[config.mk]
export PLATFORM = sky130hd
export DESIGN_NAME = pset_calc_pipe
export DESIGN_NICKNAME = d
export VERILOG_FILES = /design/src/rtl/pset_pkg.sv /design/src/rtl/pset_prio_enc.sv /design/src/rtl/pset_calc_pipe.sv
export SDC_FILE = /design/constraint.sdc
export NUM_CORES = 1
export LEC_CHECK = 0
export ABC_AREA = 1
export BUFFER_PORTS_ARGS = -buffer_cell sky130_fd_sc_hd__buf_2
export CAP_MARGIN = 20
export CORE_UTILIZATION = 49
export DETAILED_ROUTE_END_ITERATION = 12
export PLACE_DENSITY = 0.76
export SKIP_CTS_REPAIR_TIMING = 1
export SLEW_MARGIN = 20
export SYNTH_ARGS = -nofsm -noshare
export SYNTH_HDL_FRONTEND = slang
export SYNTH_SLANG_ARGS = --single-unit
[constraint.sdc]
create_clock -name clk -period 2.9 [get_ports clk]
set_input_delay 0.435 -clock clk [delete_from_list [all_inputs] [get_ports clk]]
set_output_delay 0.435 -clock clk [all_outputs]
set_load 0.1 [all_outputs]
[src/rtl/pset_pkg.sv]
// Shared width helpers and defaults for the pset calc pipeline.
package pset_pkg;

  localparam int unsigned MATCH_VAL_DEFAULT = 1;

  // Bits needed to hold a count in the range 0..n.
  function automatic int unsigned cnt_width(input int unsigned n);
    return $clog2(n + 1);
  endfunction

  // Bits needed to index n items, never less than one.
  function automatic int unsigned idx_width(input int unsigned n);
    return (n <= 2) ? 1 : $clog2(n);
  endfunction

endpackage

[src/rtl/pset_prio_enc.sv]
// NCH-way compare of channel values against MATCH_VAL with a lowest-index priority encode.
module pset_prio_enc #(
  parameter int unsigned NCH       = 4,
  parameter int unsigned CW        = 2,
  parameter int unsigned MATCH_VAL = 1,
  parameter int unsigned IW        = 2
) (
  input  logic [NCH*CW-1:0] ch,
  output logic              found,
  output logic [IW-1:0]     idx,
  output logic              all_match
);

  logic [NCH-1:0] hit;

  always_comb begin
    hit = '0;
    for (int i = 0; i < NCH; i++) begin
      hit[i] = (ch[i*CW +: CW] == CW'(MATCH_VAL));
    end
  end

  // Scan from the top so the lowest matching channel wins.
  always_comb begin
    idx = '0;
    for (int i = NCH - 1; i >= 0; i--) begin
      if (hit[i]) begin
        idx = IW'(i);
      end
    end
  end

  assign found     = |hit;
  assign all_match = &hit;

endmodule

[src/rtl/pset_calc_pipe.sv]
// Two-stage valid/ready pipeline computing popcount, full-precision sum and channel match results.
module pset_calc_pipe
  import pset_pkg::*;
#(
  parameter int unsigned AW           = 8,
  parameter int unsigned BW           = 16,
  parameter int unsigned NCH          = 4,
  parameter int unsigned CW           = 2,
  parameter bit          SIGNED_INPUT = 1'b0,
  parameter int unsigned MATCH_VAL    = MATCH_VAL_DEFAULT,
  localparam int unsigned PW          = cnt_width(AW),
  localparam int unsigned IW          = idx_width(NCH)
) (
  input  logic              clk,
  input  logic              reset,
  input  logic              in_valid,
  output logic              in_ready,
  input  logic [AW-1:0]     a,
  input  logic [BW-1:0]     b1,
  input  logic [BW-1:0]     b2,
  input  logic [NCH*CW-1:0] ch,
  input  logic              clr_total,
  output logic              out_valid,
  input  logic              out_ready,
  output logic [PW-1:0]     popcnt,
  output logic [BW:0]       sum,
  output logic              match_found,
  output logic [IW-1:0]     match_idx,
  output logic              match_all,
  output logic [15:0]       match_total
);

  logic              s1_valid;
  logic [AW-1:0]     s1_a;
  logic [BW-1:0]     s1_b1;
  logic [BW-1:0]     s1_b2;
  logic [NCH*CW-1:0] s1_ch;

  logic              s2_ready;
  logic              accept;
  logic              deliver;

  logic [PW-1:0]     pop_d;
  logic [BW:0]       b1_ext;
  logic [BW:0]       b2_ext;
  logic [BW:0]       sum_d;
  logic              found_d;
  logic [IW-1:0]     idx_d;
  logic              all_d;

  // Stage 2 frees up when it is empty or its result is being taken this cycle.
  assign s2_ready = !out_valid || out_ready;
  assign in_ready = !s1_valid || s2_ready;
  assign accept   = in_valid && in_ready;
  assign deliver  = out_valid && out_ready;

  always_ff @(posedge clk) begin
    if (reset) begin
      s1_valid <= 1'b0;
    end else if (in_ready) begin
      s1_valid <= in_valid;
    end
  end

  always_ff @(posedge clk) begin
    if (accept) begin
      s1_a  <= a;
      s1_b1 <= b1;
      s1_b2 <= b2;
      s1_ch <= ch;
    end
  end

  always_comb begin
    pop_d = '0;
    for (int i = 0; i < AW; i++) begin
      pop_d = pop_d + PW'(s1_a[i]);
    end
  end

  always_comb begin
    b1_ext = SIGNED_INPUT ? {s1_b1[BW-1], s1_b1} : {1'b0, s1_b1};
    b2_ext = SIGNED_INPUT ? {s1_b2[BW-1], s1_b2} : {1'b0, s1_b2};
    sum_d  = b1_ext + b2_ext;
  end

  pset_prio_enc #(
    .NCH       (NCH),
    .CW        (CW),
    .MATCH_VAL (MATCH_VAL),
    .IW        (IW)
  ) u_prio_enc (
    .ch        (s1_ch),
    .found     (found_d),
    .idx       (idx_d),
    .all_match (all_d)
  );

  always_ff @(posedge clk) begin
    if (reset) begin
      out_valid   <= 1'b0;
      popcnt      <= '0;
      sum         <= '0;
      match_found <= 1'b0;
      match_idx   <= '0;
      match_all   <= 1'b0;
    end else if (s2_ready) begin
      out_valid <= s1_valid;
      if (s1_valid) begin
        popcnt      <= pop_d;
        sum         <= sum_d;
        match_found <= found_d;
        match_idx   <= idx_d;
        match_all   <= all_d;
      end
    end
  end

  always_ff @(posedge clk) begin
    if (reset || clr_total) begin
      match_total <= '0;
    end else if (deliver && match_found && (match_total != 16'hFFFF)) begin
      match_total <= match_total + 16'd1;
    end
  end

endmodule

# Yosys cells after proc, flatten, opt, wreduce, memory -nomap -nowiden
# Cells that the tools add are included.
[classes] div=0 n_mul=0 n_bitwise=0 magnitude_cmp=0 shift=0 reduce_logical=12 addsub=9 muxes=4 eq_ne=5
[ops] op="adder 16 x 16 -> 17 bit" n=1
[ops] op="adder 16 x 1 -> 16 bit (second input constant)" n=1
[ops] op="adder 4 x 1 -> 4 bit" n=4
[ops] op="!= test 16 bit (second input constant)" n=1
[ops] op="== test 2 x 1 -> 1 bit (second input constant)" n=4
[ops] op="two-way mux 2 bit" n=4
[ops] op="adder 3 x 1 -> 4 bit" n=1
[ops] op="logical AND 1 bit" n=4
[ops] op="AND reduction 4 bit" n=1
[ops] op="OR reduction 4 bit" n=1
[ops] op="adder 2 x 1 -> 3 bit" n=1
[ops] op="logical OR 1 bit" n=3
[ops] op="adder 1 x 1 -> 2 bit" n=1
[ops] op="zero test 1 bit" n=2
[ops] op="AND reduction 2 bit" n=1
[totals] reg_bits=91 inputBits=53 latchBits=0 ram_bits=0 mem_count=0 elab_cells=42 out_inout_bits=43 mem_bits_ro=0

# Logic depth before layout (Yosys ltp)
# Gate-level depths: netlist (run 1).
[depth] word_depth=7 mapped_depth=12 depth_no_buf=12

# Cells and area by module
# A second synthesis (run 1) with hierarchy kept.
[unflattened] hier_cells=539 area_unflattened_um2=4575.6
[modules_own_cells] module="pset_calc_pipe" instances=1 cells_per_inst=519 area_each_um2=4479.3 seq_area_each_um2=2302.2
[modules_own_cells] module="pset_prio_enc" instances=1 cells_per_inst=20 area_each_um2=96.3 seq_area_each_um2=0.0

# Least setup slack after synthesis (run 1)
# Ideal clock, no wire load.
[synth_path] kind="reg2reg" from="register out_valid" to="register s1_a[0], enable pin" required_ns=2.428 synth_period_minus_slack_ns=3.381 setup_ns=0.472 arrival_time_ns=2.909 path_stages_with_launch=4 setup_slack_ns=-0.481 n_path_buf=0 cell_sequence="dfxtp_1 nand3_1 nand2_1 inv_1"
[synth_via] elab_chain_len=4
[synth_lines] element="start: declaration" line="pset_calc_pipe.sv:23" rtl="output logic out_valid,"
[synth_lines] element="start signal: assignment" line="pset_calc_pipe.sv:108" rtl="out_valid <= s1_valid;"
[synth_lines] element="zero test 1 bit" line="pset_calc_pipe.sv:52" rtl="assign s2_ready = !out_valid || out_ready;"
[synth_lines] element="logical OR 1 bit" line="pset_calc_pipe.sv:52"
[synth_lines] element="logical OR 1 bit" line="pset_calc_pipe.sv:53" rtl="assign in_ready = !s1_valid || s2_ready;"
[synth_lines] element="net in_ready" line="pset_calc_pipe.sv:17" rtl="output logic in_ready,"
[synth_lines] element="logical AND 1 bit" line="pset_calc_pipe.sv:54" rtl="assign accept = in_valid && in_ready;"
[synth_lines] element="net accept" line="pset_calc_pipe.sv:40" rtl="logic accept;"
[synth_lines] element="end signal: assignment" line="pset_calc_pipe.sv:67" rtl="s1_a <= a;"
[synth_lines] element="end: declaration" line="pset_calc_pipe.sv:34" rtl="logic [AW-1:0] s1_a;"
# The timed path passes the listed nets, and every way through them passes these cells.
# A chain may end at the register's enable or synchronous reset.

# Worst setup path in the final report (run 1)
[layout_path] from="register s1_a[0]" to="register popcnt[1]"
[layout_via] elab_chain_len=7
[layout_lines] element="adder 1 x 1 -> 2 bit" line="pset_calc_pipe.sv:77" rtl="pop_d = pop_d + PW'(s1_a[i]);"
[layout_lines] element="adder 2 x 1 -> 3 bit" line="pset_calc_pipe.sv:77"
[layout_lines] element="adder 3 x 1 -> 4 bit" line="pset_calc_pipe.sv:77"
[layout_lines] element="adder 4 x 1 -> 4 bit (4 in series)" line="pset_calc_pipe.sv:77"
[layout_lines] element="end signal: assignment" line="pset_calc_pipe.sv:110" rtl="popcnt <= pop_d;"
[layout_lines] element="end: declaration" line="pset_calc_pipe.sv:25" rtl="output logic [PW-1:0] popcnt,"
# No other way between the ends.

==> flow_metrics.tcl, run 1 <==
set metrics [dict create \
    critPathTopFamily "adder cells" \
    grt_pass1_wl_um 15400 \
    dp_slack_ns -0.00514 \
    crit_path_frequent_cell "fa_1" \
    via_per_inst 4.92 \
    ios 96 \
    dpl.hpwl_um 6740 \
    drc 14 \
    violations "DRC" \
    drive_gt1_share_pct 20.0 \
    fin_nets 719 \
    cp_data_required_time_ns 3.14 \
    syn_inst 541 \
    hold_path_class "in2reg" \
    clk_pin_slew_ns 0.09 \
    cts_max_level 3 \
    fin_ws_ns 0.0250 \
    n_antenna_cell 0 \
    fin_tns_setup_ns 0 \
    whs_ns 0.238 \
    area_growth_pct 17.5 \
    cts_tree "done" \
    finalMaxSlewViolations 0 \
    ys_warn_count 0 \
    drt_iter0_markers 131 \
    ys_types 29 \
    placed_area_um2 5100 \
    vias 3708 \
    post-route-period-util_pct 99.1 \
    clock_latency_ns 0.36 \
    initial_core_util_pct 51.0 \
    drt_first_pass_iters 9 \
    p_leak_nw 2.54 \
    async_flop_share_pct 0 \
    coreArea_um2 8810 \
    synth_top_cell_by_area "edfxtp_1" \
    io_buffers 95 \
    fmax_ghz 0.348 \
    die_w_um 97.8 \
    synth_edf_count 48 \
    root_buffer "clkbuf_8" \
    crit_path_end_kind "register" \
    outcome "finished, violations left" \
    cts-buffers-inserted 9 \
    arrival_ns 3.12 \
    routedWlPerCell_um 11.9 \
    grt_pass1_vias 3565 \
    dieHeight_um 97.8 \
    fp-row-count 34 \
    track_usage_pct 20.1 \
    clockBufferDepth 2 \
    avgSynthCellArea_um2 8.31 \
    synth_area_um2 4490 \
    grt_max_degree 37 \
    vdd_drop_max_mv 0.321 \
    cp-start-kind "register" \
    design_area_um2 5280 \
    final-setup-viol-count 0 \
    min_period_ns 2.88 \
    seq_area_frac_synth_pct 51.2 \
    synth_top_flop_cell "edfxtp_1" \
    wirelength_um 8960 \
    n_fill_cell 789 \
    drtAntennaViolNets 0 \
    synth_seq_cells 91 \
    ys_top_cells_by_count "141 x nand2_1, 88 x inv_1, 61 x nor2_1" \
    place.gp.congestion 0.851 \
    yosys-top-cells-area "edfxtp_1 32%, dfxtp_1 19%, nand2_1 12%" \
    die_area_um2 9560 \
    cp_slowest_stage_delay_ns 0.56 \
    synth_top_area_share_pct 32.1 \
    rsz0062_at_grt "true" \
    clock-sinks 91 \
    relSlewSlack_pct 51.6 \
    fin_skew_ns 0.0107 \
    finalHoldViolations 0 \
    powerDensity_nw_per_um2 540 \
    critPathBufInv 3 \
    antenna_found_initial 0 \
    maxCapViolCount 0 \
    post-route-util_pct 59.9 \
    worstPathMaxFanout 2 \
    crit_path_top_delay_cell "fa_1" \
    grt_overflow_total 0 \
    worstPathCellList "fa_1 -> inv_2 -> fa_1 -> fa_1 -> inv_1 -> ha_2 -> inv_2 -> fa_2 -> a21oi_1" \
    yosysMostFrequentCell "nand2_1" \
    tightest_slew_ns 0.724 \
    path_class "reg2reg" \
    syn_nets 619 \
]
-- metrics by stage --
stage	total power, mW	cells
CTS	2.88	754
finish	2.85	754
global placement	2.07	738
global route	3.00	754
detailed placement	2.09	738
floorplan	1.95	541
-- report_power, final --
part / internal [mW] / switching [mW]
Clock: 0.321 / 0.461
Combinational: 0.168 / 0.439
Sequential: 1.43 / 0.0321
-- worst paths after layout --
kind              from   endpoint  slack, ns  cells after the start
max reg2reg    s1_a[0]  popcnt[1]       0.02                      9
min              b1[4]   s1_b1[4]       0.24                      1
max            s1_a[0]  popcnt[1]       0.02                      9
min reg2reg  match_all  match_all       0.48                      2
-- cell type report --
| cell class | count | area, µm² | area share [%] |
|---|---|---|---|
| Sequential cell | 91 | 2300 | 43.6 |
| Tap cell | 108 | 135 | 2.56 |
| Timing Repair Buffer | 99 | 505 | 9.58 |
| Multi-Input combinational cell | 352 | 1830 | 34.6 |
| Clock inverter | 6 | 50.0 | 0.948 |
| Clock buffer | 10 | 128 | 2.42 |
| Inverter | 88 | 330 | 6.26 |
-- state kept, by name, summed over array words and instances (netlist names) --
signal / flops
s1_ch: 8
popcnt: 4
match_all: 1
sum: 17
match_total: 16
match_idx: 2
s1_valid: 1
s1_b2: 16
s1_b1: 16
out_valid: 1
match_found: 1
s1_a: 8
-- layout by cell type (no fill, tap or decap), types with 4 or more instances in the layout --
master / n
o21ai_0: 20
xnor2_1: 5
fa_1: 4
buf_4: 4
nor2_1: 61
buf_2: 95
nand3_1: 34
a21oi_1: 27
ha_1: 19
edfxtp_1: 48
dfxtp_1: 43
inv_1: 85
nand2_1: 141
clkbuf_8: 9
nor3_1: 14
-- cell families after synthesis --
| logic type | after synthesis | share of synthesized area [%] |
|---|---|---|
| fa+ha+maj | 25 | 7.80 |
| simple gates | 265 | 24.4 |
| flops | 91 | 51.2 |
| xor+xnor | 8 | 1.56 |
| buf+inv | 98 | 8.49 |
| compound gates | 54 | 6.51 |
-- routing by layer --
| metal | global-route usage [%] | up-vias | share of wire [%] |
|---|---|---|---|
| met2 | 33.7 | 102 | 46 |
| met3 | 5.15 | 14 | 5.6 |
| met1 | 25.5 | 1674 | 46 |
| met4 | 6.64 | 0 | 1.6 |
| met5 | 0 | - | 0 |
| li1 | - | 1918 | - |
-- worst reg2reg max path, delay by kind of cell (launching register included) --
family | cells | cell delay, ns
adder cells (fa/ha/maj) | 5 | 2.15
flip-flops | 1 | 0.40
buffers and inverters | 3 | 0.16
AO/OA/AOI/OAI | 1 | 0.05
No activity file was read; power rests on OpenSTA's default activity.
==> run 2, diff against run 1 <==
- ABC_AREA: 1 -> 0
==> flow_metrics.tcl, run 2 <==
set metrics [dict create \
    cts-buffers-inserted 9 \
    critPathTopFamily "adder cells" \
    most-common-layout-cells "95 x buf_2, 48 x edfxtp_1, 42 x dfxtp_1" \
    hold_path_class "in2reg" \
    maxCapViolCount 0 \
    syn_nets 465 \
    layout_commonest_cell "buf_2" \
    syn_inst 387 \
    fin_nets 558 \
    drive_gt1_share_pct 28.2 \
    place.gp.congestion 0.817 \
    drc 0 \
    grt_max_degree 32 \
    cp_slowest_stage_delay_ns 0.55 \
    die_w_um 95.3 \
    crit_path_end_kind "register" \
    crit_path_top_delay_cell "fa_1" \
    fin_skew_ns 0.0125 \
    ios 96 \
    yosys-top-cells-area "edfxtp_1 34%, dfxtp_1 20%, ha_1 5.9%" \
    largest_reg_flops 17 \
    grt_pass1_vias 3164 \
    cp_data_required_time_ns 3.18 \
    min_from "a[6]" \
    rsz0062_at_grt "true" \
    powerDensity_nw_per_um2 578 \
    clock-sinks 91 \
    clockBufferDepth 2 \
    arrival_ns 3.27 \
    via_per_inst 5.49 \
    n_fill_cell 688 \
    finalHoldViolations 0 \
    n_antenna_cell 0 \
    post-route-period-util_pct 103 \
    vdd_drop_max_mv 0.298 \
    relSlewSlack_pct 52.5 \
    wirelength_um 8330 \
    fin_ws_ns -0.0910 \
    drtAntennaViolNets 0 \
    routedWlPerCell_um 14.1 \
    finalMaxSlewViolations 0 \
    coreArea_um2 8300 \
    reg2reg_from "s1_a[0]" \
    cts_tree "done" \
    stdcell_count 590 \
    design_area_um2 5050 \
    violations "setup timing" \
    drt_iter0_markers 128 \
    min_period_ns 2.99 \
    async_flop_share_pct 0 \
    placed_area_um2 4820 \
    worstPathMaxFanout 2 \
    synth_area_um2 4260 \
    synth_top_cell_by_area "edfxtp_1" \
    whs_ns 0.241 \
    grt_pass1_wl_um 13600 \
    seq_area_frac_synth_pct 54.0 \
    critPathBufInv 3 \
    drt_first_pass_iters 4 \
    tightest_slew_ns 0.712 \
    p_leak_nw 2.09 \
    initial_core_util_pct 51.4 \
    root_buffer "clkbuf_8" \
    worstPathCellList "fa_1 -> inv_1 -> fa_1 -> fa_2 -> inv_2 -> ha_4 -> inv_2 -> fa_2 -> xnor2_1 -> nand2_1 -> a21oi_2" \
    antenna_found_initial 0 \
    startpoint "s1_a[0]" \
    io_buffers 95 \
    vias 3240 \
    max_flop_register "sum" \
    fin_tns_setup_ns -0.175 \
    clk_pin_slew_ns 0.09 \
    synth_top_area_share_pct 33.8 \
    cp-start-kind "register" \
    synth_edf_count 48 \
    clock_latency_ns 0.36 \
    placed_cells 574 \
    area_growth_pct 18.4 \
    grt_overflow_total 0 \
    fp-row-count 33 \
    ys_types 61 \
    path_class "reg2reg" \
    outcome "finished, violations left" \
    synth_top_flop_cell "edfxtp_1" \
    cts_max_level 3 \
    ys_top_cells_by_count "48 x edfxtp_1, 43 x dfxtp_1, 34 x nand2_1" \
    dpl.hpwl_um 6090 \
    synth_seq_cells 91 \
    dieHeight_um 95.3 \
    fmax_ghz 0.334 \
    avgSynthCellArea_um2 11.0 \
    ys_warn_count 0 \
    track_usage_pct 19.4 \
    die_area_um2 9080 \
    final-setup-viol-count 2 \
    yosysMostFrequentCell "edfxtp_1" \
]
[run 2: cell count changes in the layout (fill, tap and decap cells not counted), sizes merged, moves of 5 or more]
cell and change:
a21o +6, a31oi +5, and3 +6, inv -69
nand2 -109, nand3 -20, nor2 -38, o211ai +5
o21ai -8
[run 2: worst reg2reg max path: cells and delay by family (launching register included)]
| kind | cells | cell delay, ns |
|---|---|---|
| simple gates | 1 | 0.08 |
| fa+ha+maj | 5 | 1.95 |
| xor+xnor | 1 | 0.13 |
| compound gates | 1 | 0.15 |
| flops | 1 | 0.43 |
| buf+inv | 3 | 0.18 |
[run 2: logic make-up (layout without fill, tap and decap cells)]
family	Yosys count	in the layout	share of synthesized area (%)
AOI/OAI and AO/OA	92	92	15.3
xor gates and xnor gates	13	13	2.67
adders and majority gates	25	25	8.22
buffers and inverters	34	132	3.29
DFF	91	91	54.0
muxes	2	2	0.470
and+or+nand+nor	130	130	16.1
[run 2: metrics by stage]
| stage | setup WS, ns | power [mW] | utilization [%] |
|---|---|---|---|
| 6_report | -0.0910 | 2.92 | 60.8 |
| 5_1_grt | -0.218 | 3.05 | 60.8 |
| 4_1_cts | -0.144 | 2.92 | 60.5 |
| 3_5_place_dp | -0.101 | 2.07 | 58.1 |
| 3_3_place_gp | -0.00539 | 2.05 | 58.1 |
| 2_1_floorplan | 0.0626 | 1.94 | - |
[run 2: path summary, 6_finish.rpt]
| path | slack (ns) | cells after the start | to |
|---|---|---|---|
| min | 0.24 | 1 | s1_a[6] |
| max reg2reg | -0.09 | 11 | popcnt[2] |
| max | -0.09 | 11 | popcnt[2] |
| min reg2reg | 0.45 | 2 | sum[3] |
[run 2: per-layer routing]
layer	routed length (µm)	global-route usage (%)
met4	187	9.72
met2	4050	32.5
met1	3500	22.8
met5	0	0
met3	590	5.26
[run 2: cell type report]
type | count | area (µm²) | share of cell area [%]
flip-flops and latches | 91 | 2300 | 45.6
multi-input cells | 262 | 1850 | 36.6
repair buffers | 98 | 498 | 9.87
well taps | 105 | 131 | 2.60
clock buffers | 10 | 128 | 2.53
clock inverters | 6 | 72.6 | 1.44
inverters | 18 | 67.6 | 1.34
[run 2: where the power goes]
group / leakage (nW) / internal (mW) / switching, mW / total (mW)
registers: 0.819 / 1.43 / 0.0303 / 1.46
logic: 1.18 / 0.181 / 0.422 / 0.602
clock network: 0.0979 / 0.409 / 0.449 / 0.858
==> run 3, diff against run 2 <==
- CORE_MARGIN: default -> 2
==> flow_metrics.tcl, run 3 (synthesis gave the netlist of run 2 again) <==
set metrics [dict create \
    outcome "finished, violations left" \
    violations "setup timing" \
    drt_iter0_markers 188 \
    hold_depth 1 \
    grt_max_degree 49 \
    reg2reg_from "s1_a[0]" \
    grt_pass1_wl_um 14000 \
    timing.rr.end "popcnt[2]" \
    io_buffers 95 \
    placed_cells 576 \
    dpl.hpwl_um 6140 \
    n_antenna_cell 0 \
    arrival_ns 3.31 \
    tightest_slew_ns 0.716 \
    worst_r2r_path_depth 11 \
    area_growth_pct 18.3 \
    fin_tns_setup_ns -0.167 \
    total_power_mw 2.93 \
    drive_gt1_share_pct 28.0 \
    clk_pin_slew_ns 0.09 \
    via_per_inst 5.54 \
    cts_tree "done" \
    coreArea_um2 8590 \
    comb_power_share_pct 20.7 \
    min_from "a[0]" \
    place.gp.congestion 0.798 \
    placed_area_um2 4820 \
    fin_ws_ns -0.124 \
    ff2ff_setup_slack_ns -0.12 \
    rsz0062_at_grt "true" \
    finalHoldViolations 0 \
    design_area_um2 5040 \
    fp-row-count 34 \
    root_buffer "clkbuf_8" \
    vdd_drop_max_mv 0.344 \
    clock_latency_ns 0.36 \
    drtAntennaViolNets 0 \
    hold_path_class "in2reg" \
    powerDensity_nw_per_um2 580 \
    dp_slack_ns -0.139 \
    grt_overflow_total 0 \
    internal_power_mw 2.02 \
    cts_max_level 3 \
    largest_reg_flops 17 \
    hold_end "s1_a[0]" \
    routedWlPerCell_um 14.3 \
    fin_nets 558 \
    grt_pass1_vias 3154 \
    cp_data_required_time_ns 3.18 \
    dieHeight_um 97.3 \
    final-setup-viol-count 2 \
    clockBufferDepth 2 \
    switching_share_pct 31.0 \
    post-route-period-util_pct 104 \
    n_fill_cell 725 \
    path_class "reg2reg" \
    switching_power_uw 908 \
    relSlewSlack_pct 52.3 \
    antenna_found_initial 0 \
    cp-start-kind "register" \
    fmax_ghz 0.331 \
    drc 0 \
    stdcell_count 593 \
    finalMaxSlewViolations 0 \
    fin_skew_ns 0.00635 \
    vias 3286 \
    layout_commonest_cell "buf_2" \
    maxCapViolCount 0 \
    crit_path_end_kind "register" \
    clock-sinks 91 \
    initial_core_util_pct 49.6 \
    die_area_um2 9460 \
    drt_first_pass_iters 4 \
    max_flop_register "sum" \
    worstPathMaxFanout 2 \
    p_seq_share_pct 49.8 \
    whs_ns 0.244 \
    track_usage_pct 18.3 \
    post-route-util_pct 58.7 \
    ios 96 \
    min_period_ns 3.02 \
    p_clk_share_pct 29.5 \
    die_w_um 97.3 \
    most-common-layout-cells "95 x buf_2, 48 x edfxtp_1, 42 x dfxtp_1" \
    wirelength_um 8470 \
    p_leak_nw 2.10 \
    cts-buffers-inserted 9 \
]
[run 3: changes by cell type in the layout (fill, tap and decap cells not counted)]
cell	change
a211oi_1	-1
a211oi_2	+1
a21oi_1	+2
a21oi_2	-2
fa_1	+1
fa_2	-1
ha_2	+1
ha_4	-1
xnor2_1	-1
xnor2_2	+1
[run 3: worst max-delay path by stage]
| stage | slack (ns) | end | startpoint | cells past startpoint |
|---|---|---|---|---|
| 2_1_floorplan | 0.06 | popcnt[2] | s1_a[0] | 11 |
| 3_3_place_gp | -0.003 | popcnt[2] | s1_a[0] | 11 |
| 3_5_place_dp | -0.14 | popcnt[2] | s1_a[0] | 11 |
| 4_1_cts | -0.16 | popcnt[2] | s1_a[0] | 11 |
| 5_1_grt | -0.20 | popcnt[2] | s1_a[0] | 11 |
| 6_report | -0.12 | popcnt[2] | s1_a[0] | 11 |
[run 3: final cells by class]
| class | count | area [µm²] | area share (%) |
|---|---|---|---|
| repair buffers | 98 | 498 | 9.87 |
| inverters | 18 | 67.6 | 1.34 |
| multi-input cells | 262 | 1840 | 36.5 |
| well taps | 108 | 135 | 2.68 |
| clock buffers | 10 | 128 | 2.53 |
| flip-flops and latches | 91 | 2300 | 45.7 |
| clock inverters | 6 | 72.6 | 1.44 |
[run 3: critical path, stage by stage (launching register included)]
cell and delay, ns:
edfxtp_1 0.40, fa_1 0.56, inv_2 0.04, fa_1 0.49, fa_1 0.41, inv_1 0.07, ha_2 0.19, inv_2 0.04
fa_2 0.36, xnor2_2 0.17, nand2_1 0.07, a21oi_1 0.15
[run 3: power groups by stage]
stage | logic, mW | clock network, mW | registers (mW)
floorplan | 0.264 | 0 | 1.68
global placement | 0.568 | 0 | 1.49
detailed placement | 0.583 | 0 | 1.49
CTS | 0.585 | 0.893 | 1.46
global route | 0.653 | 0.940 | 1.46
finish | 0.606 | 0.863 | 1.46
[run 3: per-layer routing]
metal / global-route usage, % / vias up / wire length, µm
met5: 0 / - / 0
met4: 5.88 / 0 / 97
met3: 4.32 / 10 / 472
met2: 32.5 / 98 / 4320
met1: 22.0 / 1556 / 3570
li1: - / 1622 / -
